`src/rtl/fact_bus_arbiter.sv`:
```
// rtl/fact_bus_arbiter.sv - two-master/two-slave round-robin bus arbiter with hold limit
module fact_bus_arbiter #(
    parameter int MAX_HOLD = 16
) (
    input  logic        clk,
    input  logic        reset,
    input  logic        M0_req,
    input  logic        M1_req,
    input  logic        M0_wr,
    input  logic        M1_wr,
    input  logic [7:0]  M0_address,
    input  logic [7:0]  M1_address,
    input  logic [31:0] M0_dout,
    input  logic [31:0] M1_dout,
    output logic        M0_grant,
    output logic        M1_grant,
    output logic [31:0] M_din,
    output logic        S0_sel,
    output logic        S1_sel,
    output logic        S_wr,
    output logic [7:0]  S_address,
    output logic [31:0] S_din,
    input  logic [31:0] S0_dout,
    input  logic [31:0] S1_dout,
    output logic        bus_err
);

    typedef enum logic [1:0] {IDLE, GNT0, GNT1} state_t;

    localparam logic [7:0] HOLD_LAST = 8'(MAX_HOLD - 1);

    state_t      state;
    state_t      state_nxt;
    logic        last;
    logic [7:0]  hold_cnt;
    logic        other_req;
    logic        bus_active;
    logic        unmapped;
    logic [31:0] rd_data;

    assign other_req = (state == GNT0) ? M1_req : M0_req;

    always_ff @(posedge clk) begin
        if (reset) begin
            state    <= IDLE;
            last     <= 1'b1;
            hold_cnt <= 8'd0;
            M_din    <= 32'd0;
            bus_err  <= 1'b0;
        end else begin
            state <= state_nxt;
            if (state == IDLE && state_nxt == GNT0)
                last <= 1'b0;
            else if (state == IDLE && state_nxt == GNT1)
                last <= 1'b1;
            // Counter only measures how long the owner has kept the other master waiting
            if (state == IDLE || state_nxt != state)
                hold_cnt <= 8'd0;
            else if (other_req && hold_cnt != 8'hFF)
                hold_cnt <= hold_cnt + 8'd1;
            bus_err <= bus_active && unmapped;
            if (bus_active && !S_wr)
                M_din <= rd_data;
        end
    end

    always_comb begin
        state_nxt = state;
        case (state)
            IDLE: begin
                if (M0_req && M1_req)
                    state_nxt = last ? GNT0 : GNT1;
                else if (M0_req)
                    state_nxt = GNT0;
                else if (M1_req)
                    state_nxt = GNT1;
            end
            GNT0: begin
                if (!M0_req || (M1_req && hold_cnt == HOLD_LAST))
                    state_nxt = IDLE;
            end
            GNT1: begin
                if (!M1_req || (M0_req && hold_cnt == HOLD_LAST))
                    state_nxt = IDLE;
            end
            default: state_nxt = IDLE;
        endcase
    end

    always_comb begin
        M0_grant   = (state == GNT0);
        M1_grant   = (state == GNT1);
        bus_active = 1'b0;
        S_wr       = 1'b0;
        S_address  = 8'd0;
        S_din      = 32'd0;
        S0_sel     = 1'b0;
        S1_sel     = 1'b0;
        unmapped   = 1'b0;
        rd_data    = 32'd0;
        // Gating by req lets the bus go quiet in the very cycle a master drops req
        if (state == GNT0 && M0_req) begin
            bus_active = 1'b1;
            S_wr       = M0_wr;
            S_address  = M0_address;
            S_din      = M0_dout;
        end else if (state == GNT1 && M1_req) begin
            bus_active = 1'b1;
            S_wr       = M1_wr;
            S_address  = M1_address;
            S_din      = M1_dout;
        end
        if (bus_active) begin
            if (S_address < 8'h20) begin
                S0_sel  = 1'b1;
                rd_data = S0_dout;
            end else if (S_address < 8'h40) begin
                S1_sel  = 1'b1;
                rd_data = S1_dout;
            end else begin
                unmapped = 1'b1;
            end
        end
    end

endmodule
```
`config.mk`:
```
export PLATFORM = sky130hd
export DESIGN_NAME = fact_bus_arbiter
export DESIGN_NICKNAME = d
export VERILOG_FILES = /design/src/rtl/fact_bus_arbiter.sv
export SDC_FILE = /design/constraint.sdc
export NUM_CORES = 1
export LEC_CHECK = 0
export CORE_UTILIZATION = 28
export CTS_BUF_LIST = sky130_fd_sc_hd__clkbuf_16
export CTS_CLUSTER_SIZE = 30
export DETAILED_ROUTE_END_ITERATION = 8
export GPL_TIMING_DRIVEN = 0
export PLACE_DENSITY = 0.86
export SETUP_SLACK_MARGIN = 0.02
export SLEW_MARGIN = 40
export SYNTH_ARGS = -nofsm -noshare
export SYNTH_HDL_FRONTEND = slang
export SYNTH_SLANG_ARGS = --single-unit
export TNS_END_PERCENT = 10
```
`constraint.sdc`:
```
create_clock -name clk -period 1.85 [get_ports clk]
set_clock_uncertainty 0.2 [all_clocks]
set_input_delay 0.2775 -clock clk [delete_from_list [all_inputs] [get_ports clk]]
set_output_delay 0.2775 -clock clk [all_outputs]
set_load 0.05 [all_outputs]
```
==> summary.md, run 1 <==
| Metric | Value |
|---|---|
| Vias per inst | 5.09 |
| Register bit total from synthesis | 44 |
| Clk Latency, worst-skew pair | about 280 ps |
| Cell count of the worst reg-to-reg path | 6 |
| Aggregate routed wire length | between 10000 and 15000 um |
| Hold Vio Cnt, Final | 0 |
| WS Path Type | flop to output pin |
| Syn_nets | 397 |
| Worst Slack Setup Final | -352 ps |
| Fmax achieved | between 400 and 500 MHz |
| Worst min path class | input pin to flop |
| Routed Antenna Nets | 0 |
| Antenna violations before repair | 0 |
| Diodes inserted | 0 |
| Yosys Warn Count | 0 |
| Maximum capacitance violations | 0 |
| Critical Path End Type | output pin |
| Total gr overflow | 0 |
| Worst setup SP type | flop |
| I/O Pins | 228 |
| Mapped Area | roughly 2500 um2 |
| I/O Buffers | approximately 230 |
| Leakage | roughly 2.4 nW |
| Dpl ws | -1470 ps |
| Setup-failing EPs final | 73 |
| Die Span Y | ~97 um |
| Layout area overhead | 111% |
| CTS max path bufs | 2 |
| Tmin final | about 2200 ps |
| Gpl congestion | approximately 0.9 |
| Dpl cells | ~580 |
| CP max FO | 6 |
| Number of flops mapped to enable cells by yosys | 0 |
| Root Driver | clkbuf_16 |
| Outcome | complete, but fails checks |
| Final cell count without fillers | ~600 |
| Mean post-synth cell area | ~10 um2 |
| Cts bufs inserted | 5 |
| First-pass GRT wire length | ~14000 um |
| DP HPWL | between 8000 and 9000 um |
| VDD IR max | ~370 uV |
| P per Cell Area | approximately 560 nW/um2 |
| Post-synth cell types | 42 |
| Worst path required time | approximately 1400 ps |
| DR iter-0 viols | 66 |
| Failing checks | negative setup slack |
| Hold Path Depth | 2 |
| Die Area | 9330 um2 |
| Hold_buf cts | 0 |
| Total core area | about 8700 um2 |
| Vias | approximately 3000 |
| Site Rows | 34 |
| Ys async rst share | 0% |
| First-pass iteration count of the detailed router | 4 |
| Sequential fraction of the synthesis area | 35.2% |
| Initial Util | between 20 and 30% |
| H-tree lvl count | 2 |
| Synth Instances | 246 |
| RSZ-0062 raised after global routing | true |
| WL per Instance | between 15 and 20 um |
| Critical Path AT | about 1700 ps |
| Slew HR | roughly 64% |
| CTS tree | built |
| Die W | 96.6 um |
| Vias in the first global route | roughly 2800 |
| Fill cells | approximately 740 |
| Largest net degree at the start of global routing | 16 |
| Layout cell share with drive strength beyond 1 | around 25% |
| Global Route Usage Sum | 20.1% |
| Drc violations | 0 |
| Max Slew Vio Count | 0 |
| Nets | 634 |
| Primary FF master, synth | dfxtp_1 |
| Clock Sinks | 44 |
| Clock slew at reported path FFs | approximately 60 ps |
| Worst Tran Pin Value | between 500 and 600 ps |
| Final period util | 119% |
-- where the power goes --
| group | internal (mW) | switching [mW] | total [mW] |
|---|---|---|---|
| logic | 0.502 | 0.490 | 0.992 |
| clock network | 0.641 | 0.357 | 0.998 |
| registers | 0.974 | 0.0200 | 0.994 |
| total | 2.12 | 0.866 | 2.98 |
-- synthesized netlist by cell type, types with 2 or more instances --
cell       count  area share [%]
o21ai_0        3            0.60
o22ai_2        2             1.0
nand2b_1       2            0.50
mux2i_1       33              13
buf_8          3             1.8
inv_1          3            0.45
nand3_1        6             1.2
and3_1         2            0.50
o2bb2ai_1     32              11
a21oi_1        5             1.0
a311oi_1       3             1.0
a22o_1        40              14
nor4_1         2            0.50
nor2_1         6            0.90
dfxtp_1       44              35
nor3_1         5             1.0
buf_6          5             2.2
nand2_1        3            0.45
a41oi_1        2            0.70
nand4_1        2            0.50
nand3b_4       2             1.6
o21ai_1        3            0.60
and3b_1        2            0.70
clkbuf_1      14             2.1
a211oi_1       5             1.5
-- worst paths after layout --
| path | from | to | slack, ps |
|---|---|---|---|
| worst max-delay path | state[0] | S0_sel | -350 |
| worst min-delay path | M0_req | state[1] | 120 |
| worst max register to register | state[1] | M_din[2] | -110 |
| worst min register to register | M_din[0] | M_din[0] | 260 |
-- metal layers --
metal | routed length (um) | GRT usage, %
met2 | 5200 | 34.9
met3 | 1180 | 7.20
met1 | 4090 | 24.6
met4 | 40 | 1.84
met5 | 0 | 0
-- cells in the final DEF (no fill, tap or decap), types with 3 or more instances in the layout --
cell,instances
a211oi_1,4
inv_1,3
a22o_4,3
clkbuf_16,6
mux2i_1,32
nand3_1,6
dfxtp_1,42
o21ai_1,3
buf_8,4
a311oi_1,3
nor2_1,5
clkdlybuf4s50_1,147
nand2_1,3
clkbuf_2,5
o2bb2ai_2,21
o2bb2ai_1,11
nor3_1,5
buf_6,13
o21ai_0,3
buf_4,39
a21oi_1,5
clkbuf_4,6
a22o_1,37
dlygate4sd2_1,33
-- metrics by stage --
| step | hold slack, ps | power (mW) | TNS, ps | util (%) | area (um2) |
|---|---|---|---|---|---|
| floorplan | 143 | 1.47 | -6350 | - | 2570 |
| global placement | 244 | 1.97 | -77330 | 57.4 | 4980 |
| detailed placement | 249 | 1.98 | -78490 | 57.4 | 4980 |
| CTS | 261 | 2.98 | -15080 | 58.8 | 5100 |
| global route | 136 | 3.11 | -12450 | 60.9 | 5290 |
| finish | 123 | 2.98 | -8720 | 60.9 | 5290 |
-- critical path, stage by stage, from the launching register on --
cell	delay, ps
dfxtp_4	360
and3b_2	250
a22oi_2	170
buf_6	130
buf_12	120
inv_12	30
a211oi_4	200
buf_6	190
-- cell families (layout without fill, tap and decap cells) --
kind of cell | after synthesis | in the layout | share of synthesized area (%)
AO/OA/AOI/OAI | 101 | 101 | 33.6
flip-flops | 44 | 44 | 35.2
AND/OR/NAND/NOR | 39 | 39 | 10.1
multiplexers | 34 | 34 | 13.6
buffers and inverters | 27 | 265 | 7.04
adder cells (fa/ha/maj) | 1 | 1 | 0.499
-- flip-flops by register name, indices dropped and copies added (netlist names) --
name	flops
M_din	32
hold_cnt	8
last	1
bus_err	1
state	2
-- layout make-up --
class | instances | area [um2] | area share (%)
Timing Repair Buffer | 234 | 2220 | 42.0
Multi-Input combinational cell | 175 | 1670 | 31.5
Sequential cell | 44 | 888 | 16.8
Buffer | 19 | 178 | 3.36
Tap cell | 108 | 135 | 2.56
Clock buffer | 5 | 125 | 2.37
Clock inverter | 3 | 46.3 | 0.876
Inverter | 4 | 27.5 | 0.521
-- timing repair --
action	CTS	global route
pin swaps	1	6
gates resized for setup	331	43
cloned	0	1
buffers inserted	3	4
setup endpoints to repair	118	84
Power figures use the tool's default switching activity.
==> run 2: changes to the inputs <==
GPL_ROUTABILITY_DRIVEN = 0   (was not set)
==> results of run 2 <==
No change in the layout: final DEF, timing and power equal those of run 1.
